## config.mk

```make
export PLATFORM = sky130hd
export DESIGN_NAME = ulaw_dec_sched
export DESIGN_NICKNAME = d
export VERILOG_FILES = /design/src/rtl/ulaw_pkg.sv /design/src/rtl/ulaw_expand.sv /design/src/rtl/ulaw_dec_sched.sv
export SDC_FILE = /design/constraint.sdc
export NUM_CORES = 1
export LEC_CHECK = 0
export CAP_MARGIN = 25
export CORE_MARGIN = 8
export CORE_UTILIZATION = 53
export DETAILED_ROUTE_END_ITERATION = 16
export HOLD_SLACK_MARGIN = 0.1
export PLACE_DENSITY = 0.88
export SETUP_SLACK_MARGIN = 0.5
export SKIP_LAST_GASP = 1
export SLEW_MARGIN = 20
export SYNTH_ARGS = -nofsm -noshare
export SYNTH_HDL_FRONTEND = slang
export SYNTH_SLANG_ARGS = --single-unit
```

## constraint.sdc

```tcl
create_clock -name clk -period 7.2 [get_ports clk]
set_input_delay 0.72 -clock clk [delete_from_list [all_inputs] [get_ports clk]]
set_output_delay 0.72 -clock clk [all_outputs]
set_load 0.01 [all_outputs]
```

## src/rtl/ulaw_pkg.sv

```systemverilog
// ulaw_pkg: shared u-law code field positions, widths and types
package ulaw_pkg;
  localparam int SIGN_BIT  = 7;
  localparam int EXP_MSB   = 6;
  localparam int EXP_LSB   = 4;
  localparam int MAN_MSB   = 3;
  localparam int ULAW_BIAS = 33;
  localparam int PCM_W     = 14;
  localparam int CODE_W    = 8;
  typedef logic [CODE_W-1:0] code_t;
  typedef logic [PCM_W-1:0]  pcm_t;
endpackage

```

## src/rtl/ulaw_expand.sv

```systemverilog
// ulaw_expand: combinational 8-bit u-law code to 14-bit two's-complement PCM
module ulaw_expand
  import ulaw_pkg::*;
(
  input  code_t code,
  output pcm_t  pcm
);
  logic [2:0]  e;
  logic [3:0]  m;
  logic [12:0] mag;
  assign e   = code[EXP_MSB:EXP_LSB];
  assign m   = code[MAN_MSB:0];
  assign mag = (({8'd0, m, 1'b0} + 13'(ULAW_BIAS)) << e) - 13'(ULAW_BIAS);
  assign pcm = code[SIGN_BIT] ? -{1'b0, mag} : {1'b0, mag};
endmodule

```

## src/rtl/ulaw_dec_sched.sv

```systemverilog
// ulaw_dec_sched: round-robin scheduler sharing one u-law expander across NCH channels
module ulaw_dec_sched
  import ulaw_pkg::*;
#(
  parameter int NCH = 4,
  parameter int CW  = 2
) (
  input  logic                  clk,
  input  logic                  rst_n,
  input  logic [NCH-1:0]        in_valid,
  input  logic [CODE_W*NCH-1:0] in_code,
  output logic [NCH-1:0]        in_ready,
  output logic                  out_valid,
  input  logic                  out_ready,
  output logic [PCM_W-1:0]      out_data,
  output logic [CW-1:0]         out_chan,
  output logic                  busy
);
  logic [CW-1:0] ptr, idx, gnt_idx, s1_chan;
  logic          found, s1_valid, s1_adv, s2_adv, xfer;
  code_t         code_sel, s1_code;
  pcm_t          pcm;
  assign s2_adv = ~out_valid | out_ready;
  assign s1_adv = ~s1_valid | s2_adv;
  // first requesting channel after ptr, wrapping modulo NCH
  always_comb begin
    found   = 1'b0;
    gnt_idx = '0;
    idx     = '0;
    for (int i = 1; i <= NCH; i++) begin
      idx     = (int'(ptr) + i >= NCH) ? CW'(int'(ptr) + i - NCH) : CW'(int'(ptr) + i);
      gnt_idx = (!found && in_valid[idx]) ? idx : gnt_idx;
      found   = found | in_valid[idx];
    end
  end
  // select the granted channel's code
  always_comb begin
    code_sel = '0;
    for (int i = 0; i < NCH; i++)
      code_sel = (gnt_idx == CW'(i)) ? in_code[i*CODE_W +: CODE_W] : code_sel;
  end
  assign in_ready = (rst_n && s1_adv && found) ? NCH'(1) << gnt_idx : '0;
  assign xfer     = |in_ready;
  assign busy     = s1_valid | out_valid;
  ulaw_expand u_expand (
    .code (s1_code),
    .pcm  (pcm)
  );
  // stage 1: capture granted code and channel, advance the pointer on transfer
  always_ff @(posedge clk or negedge rst_n)
    if (!rst_n) begin
      ptr      <= CW'(NCH - 1);
      s1_valid <= 1'b0;
      s1_code  <= '0;
      s1_chan  <= '0;
    end else if (s1_adv) begin
      s1_valid <= xfer;
      ptr      <= xfer ? gnt_idx : ptr;
      s1_code  <= xfer ? code_sel : s1_code;
      s1_chan  <= xfer ? gnt_idx : s1_chan;
    end
  // stage 2: output register holding the expanded sample
  always_ff @(posedge clk or negedge rst_n)
    if (!rst_n) begin
      out_valid <= 1'b0;
      out_data  <= '0;
      out_chan  <= '0;
    end else if (s2_adv) begin
      out_valid <= s1_valid;
      out_data  <= s1_valid ? pcm : out_data;
      out_chan  <= s1_valid ? s1_chan : out_chan;
    end
endmodule

```

Yosys cells after proc, flatten, opt, wreduce, memory -nomap -nowiden:

Cells that the tools add are included.
W data, S select, Z words.

* output and inout bits: 22
* input bits: 39
* register bits after elaboration: 30
* logic and storage cells: 73

* mux-type cells: 22
* bitwise gates (word level): 8
* shift operators: 2
* order comparisons: 8
* equality and inequality tests: 3
* reductions and logical operators: 12
* add/subtract/negate cells: 11

Operator list (count)
* $mux W8: 4
* $mux W2: 8
* $mux W14: 1
* $neg A13 Y14: 1
* $shl A13 B3 Y13: 1
* $sub A13 B6 Y13 const B: 1
* $lt A2 B3 Y1 const B: 4
* $ge A3 B3 Y1 const B: 3
* $bmux W1 S2: 4
* $sub A2 B1 Y2 const B: 4
* $add A5 B6 Y7 const B: 1
* $add A2 B2 Y3 const B: 2
* $or A1 B1 Y1: 6
* $logic_and A1 B1 Y1: 5
* $add A2 B3 Y4 const B: 1
* $eq A2 B2 Y1 const B: 2
* $ge A4 B3 Y1 const B: 1
* $mux W1: 4
* $mux W4: 1
* $reduce_and A2 Y1: 2
* $reduce_or A4 Y1: 1
* $shl A1 B2 Y4 const A: 1
* $add A2 B1 Y3 const B: 1
* $logic_not A1 Y1: 3
* other kinds (3): 4

Depth between registers and ports, before layout:

* depth in word-level cells: 15
* depth in mapped cells: 13
* depth with buffers taken out: 12

Modules after synthesis:

A second synthesis with hierarchy kept.

* cells, all modules: 257
* area, all modules: 2506.2 um2

By module, submodules not included
* ulaw_dec_sched: area each 1547.7 um2, sequential area each 753.2 um2, times used 1, cells an instance 119
* ulaw_expand: area each 958.4 um2, sequential area each 0.0 um2, times used 1, cells an instance 138

Least setup slack after synthesis:

Ideal clock, no wire load.

* path type: reg2reg
* start: register s1_code[4]
* end: register out_data[10]
* slack: 4.379 ns
* clock period less this slack: 2.821 ns
* stages on the path, launching flop included: 13
* arrival time: 2.751 ns
* buffers on the path: 2
* data required time: 7.131 ns
* cells stage by stage: dfrtp_1 > buf_2 > buf_2 > o21ai_0 > ha_1 > nor2_1 > o31ai_1 > a311oi_4 > xnor2_1 > and3_4 > o2111ai_2 > or3_1 > nand3_1

* word-level cells in the longest chain between the ends: 4

Ends and longest elaborated chain
* start, declared: line ulaw_dec_sched.sv:21 `code_t code_sel, s1_code;`
* start signal, assigned: line ulaw_dec_sched.sv:59 `s1_code <= xfer ? code_sel : s1_code;`
* $shl A13 B3 Y13 (*): line ulaw_expand.sv:13 `assign mag = (({8'd0, m, 1'b0} + 13'(ULAW_BIAS)) << e) - 13'(ULAW_BIAS);`
* $sub A13 B6 Y13 (*): line ulaw_expand.sv:13
* $neg A13 Y14: line ulaw_expand.sv:14 `assign pcm = code[SIGN_BIT] ? -{1'b0, mag} : {1'b0, mag};`
* $mux W14 (*): line ulaw_expand.sv:14
* end signal, assigned: line ulaw_dec_sched.sv:70 `out_data <= s1_valid ? pcm : out_data;`
* end, declared: line ulaw_dec_sched.sv:15 `output logic [PCM_W-1:0] out_data,`

Mark *: on every way between the ends. The rest lies on a longest branch, timed or not.
A chain may end at the register's enable or synchronous reset.

Final worst setup path:

* start: input rst_n
* end: output in_ready[3]

* word-level cells in the longest chain between the ends: 3

Ends and longest elaborated chain
* start, declared: line ulaw_dec_sched.sv:9 `input logic rst_n,`
* $logic_and A1 B1 Y1 (2 in series): line ulaw_dec_sched.sv:42 `assign in_ready = (rst_n && s1_adv && found) ? NCH'(1) << gnt_idx : '0;`
* $mux W4: line ulaw_dec_sched.sv:42
* end, declared: line ulaw_dec_sched.sv:12 `output logic [NCH-1:0] in_ready,`

No other way between the ends.

==> results.sh <==
export IMPL_outcome="finished clean"
export IMPL_synth_cells=280
export IMPL_numCtsBuffers=5
export IMPL_ir_drop_mv=0.1496
export IMPL_end_kind="primary output"
export IMPL_cp_data_arrival_time_ps=3070
export IMPL_area_growth_synth_to_final_pct=31.76
export IMPL_synthesis_yosys_warnings=0
export IMPL_cts_max_level=2
export IMPL_dpl_cell_count=380
export IMPL_cts_hold_buf=0
export IMPL_ios=61
export IMPL_dr_pass1_iters=5
export IMPL_vias_per_cell=5.608
export IMPL_gp_congestion=0.8623
export IMPL_reg2reg_to="out_data[10]"
export IMPL_die_w_um=82.44
export IMPL_rows=24
export IMPL_syn_nets=323
export IMPL_finalInstanceArea_um2=3083
export IMPL_reg2reg_depth=12
export IMPL_cts_root_buffer="clkbuf_8"
export IMPL_setup_violations=0
export IMPL_max_cap_viol_count=0
export IMPL_fin_util_pct=71.79
export IMPL_mostFrequentLayoutCells="60 x clkdlybuf4s50_1, 44 x nand2_1, 32 x o21ai_0, 28 x dfrtp_1, 17 x nor2_1"
export IMPL_min_path_type="reg -> reg"
export IMPL_powerDensity_nw_per_um2=406.5
export IMPL_grt_pass1_wl_um=9473
export IMPL_io_buffers=60
export IMPL_final_common_cell="clkdlybuf4s50_1"
export IMPL_grt_usage_pct=17.78
export IMPL_cts_tree="yes"
export IMPL_die_area_um2=6796
export IMPL_initialDrtViolationCount=128
export IMPL_detail_route_antenna_nets=0
export IMPL_post_route_drc_count=0
export IMPL_final_hold_violation_count=0
export IMPL_fin_cells=388
export IMPL_rsz0062_at_grt="no"
export IMPL_required_ps=6480
export IMPL_grt_antenna_before_repair=0
export IMPL_ys_flop_type="dfrtp_1"
export IMPL_seqCellArea_um2=753.2
export IMPL_period_needed_ps=3787
export IMPL_synth_seq_cells=30
export IMPL_ys_async_sr_fraction_pct=100.0
export IMPL_r2r_start="s1_code[5]"
export IMPL_worst_pin_slew_ps=806.3
export IMPL_fp_dieH_um=82.44
export IMPL_finClkSkew_ps=5.994
export IMPL_max_freq_mhz=264.0
export IMPL_multi_input_area_um2=1461
export IMPL_initial_core_util_pct=54.49
export IMPL_clk_pin_slew_ps=60
export IMPL_grt_remaining_overflow=0
export IMPL_grt_pass1_vias=2141
export IMPL_synth_area_leaders="dfrtp_1 30%, nand2_1 7.1%, o21ai_0 6.8%, mux2i_1 5.1%, xnor2_1 4.9%"
export IMPL_whs_endpoint="out_data[6]"
export IMPL_synth_area_per_cell_um2=8.356
export IMPL_place_hpwl_um=4382
export IMPL_grt_max_degree=33
export IMPL_critPathKind="in -> out"
export IMPL_cts_repair_resized=0
export IMPL_vias=2176
export IMPL_cp_start_kind="input pin"
export IMPL_cts_sinks=30
export IMPL_power_leakage_nw=1.262
export IMPL_synth_top_area_share_pct=29.95
export IMPL_drive_above_1_share_pct=9.524
export IMPL_yosys_area_top_type="dfrtp_1"
export IMPL_worstHoldPathCells=2
export IMPL_synth_edf_count=0
export IMPL_antennaDiodeCount=0
export IMPL_clk_latency_ps=290
export IMPL_fillers=358
export IMPL_routedWlPerCell_um=14.34
export IMPL_synth_cell_area_um2=2340
export IMPL_synth_distinct_cells=60
export IMPL_post_cts_repair_setup_buffers=0
export IMPL_wirelength_um=5563
export IMPL_yosysSeqAreaShare_pct=32.19
export IMPL_fin_crit_sh_pct=52.60
export IMPL_placed_area_um2=2940
export IMPL_rrSetupSlack_ps=3650
export IMPL_core_area_um2=4294
export IMPL_crit_fanout=32
export IMPL_final_max_slew_viol_count=0
export IMPL_nets=378
export IMPL_slew_headroom_pct=46.24
export IMPL_tns_ps=0
export IMPL_cts_path_max_buffers=2
export IMPL_hp_start="out_data[6]"
-- worst max path at each step --
| stage | startpoint | endpoint | slack (ps) | depth (start not counted) |
|---|---|---|---|---|
| 2_1_floorplan | s1_code[4] | out_data[10] | 4380 | 12 |
| 3_3_place_gp | rst_n | in_ready[3] | 3510 | 6 |
| 3_5_place_dp | rst_n | in_ready[3] | 3400 | 6 |
| 4_1_cts | rst_n | in_ready[3] | 3380 | 6 |
| 5_1_grt | rst_n | in_ready[3] | 3200 | 6 |
| 6_report | rst_n | in_ready[3] | 3410 | 6 |
-- critical path: stages --
cell and delay, ps:
clkdlybuf4s50_1 460, buf_4 360, nand2_1 130, a21oi_1 490, and3_1 320, clkdlybuf4s50_1 580
-- report_power, final --
part	internal (mW)	switching (mW)
clock network	0.148	0.0635
registers	0.234	0.0887
logic	0.352	0.367
-- metal layers --
layer	track usage [%]	vias to the layer above	share of wire [%]
met1	19.92	965	42
met3	7.792	13	9.0
met4	6.140	0	1.6
met2	29.44	82	48
li1	-	1116	-
met5	0	-	0
-- state kept, by name, summed over array words and instances, names as in the netlist --
signal and cells:
s1_chan 2, out_valid 1, out_chan 2, out_data 14, s1_valid 1, ptr 2
s1_code 8
-- area by class of cell --
type / instances / area share (%)
Clock buffer: 6 / 2.679
Sequential cell: 30 / 24.43
Clock inverter: 2 / 1.948
Multi-Input combinational cell: 225 / 47.40
Tap cell: 52 / 2.110
Timing Repair Buffer: 63 / 20.21
Inverter: 10 / 1.218
-- cell families after synthesis --
family | share of synthesized area [%]
AO/OA/AOI/OAI | 24.49
adder cells (fa/ha/maj) | 2.139
buffers and inverters | 5.348
AND/OR/NAND/NOR | 20.27
XOR/XNOR | 5.615
multiplexers | 9.947
flip-flops | 32.19
-- stage by stage --
step | total power, mW | hold slack (ps) | worst slack, ps
6_report | 1.253 | 475.1 | 3413
3_3_place_gp | 1.021 | 459.4 | 3509
2_1_floorplan | 0.8436 | 424.4 | 4379
5_1_grt | 1.364 | 511.4 | 3200
4_1_cts | 1.260 | 484.9 | 3384
3_5_place_dp | 1.045 | 469.9 | 3396
-- cell usage after synthesis (4+ instances only) --
library cell / instances
xnor2_1: 13
a21oi_1: 15
mux2_2: 8
nand2_1: 44
buf_2: 4
nand2b_1: 8
dfrtp_1: 28
nand3_1: 5
a22oi_1: 4
clkbuf_1: 7
ha_1: 4
o21ai_0: 32
mux2i_1: 12
inv_1: 8
nor3_1: 5
nor2_1: 17
Power figures use the tool's default switching activity.
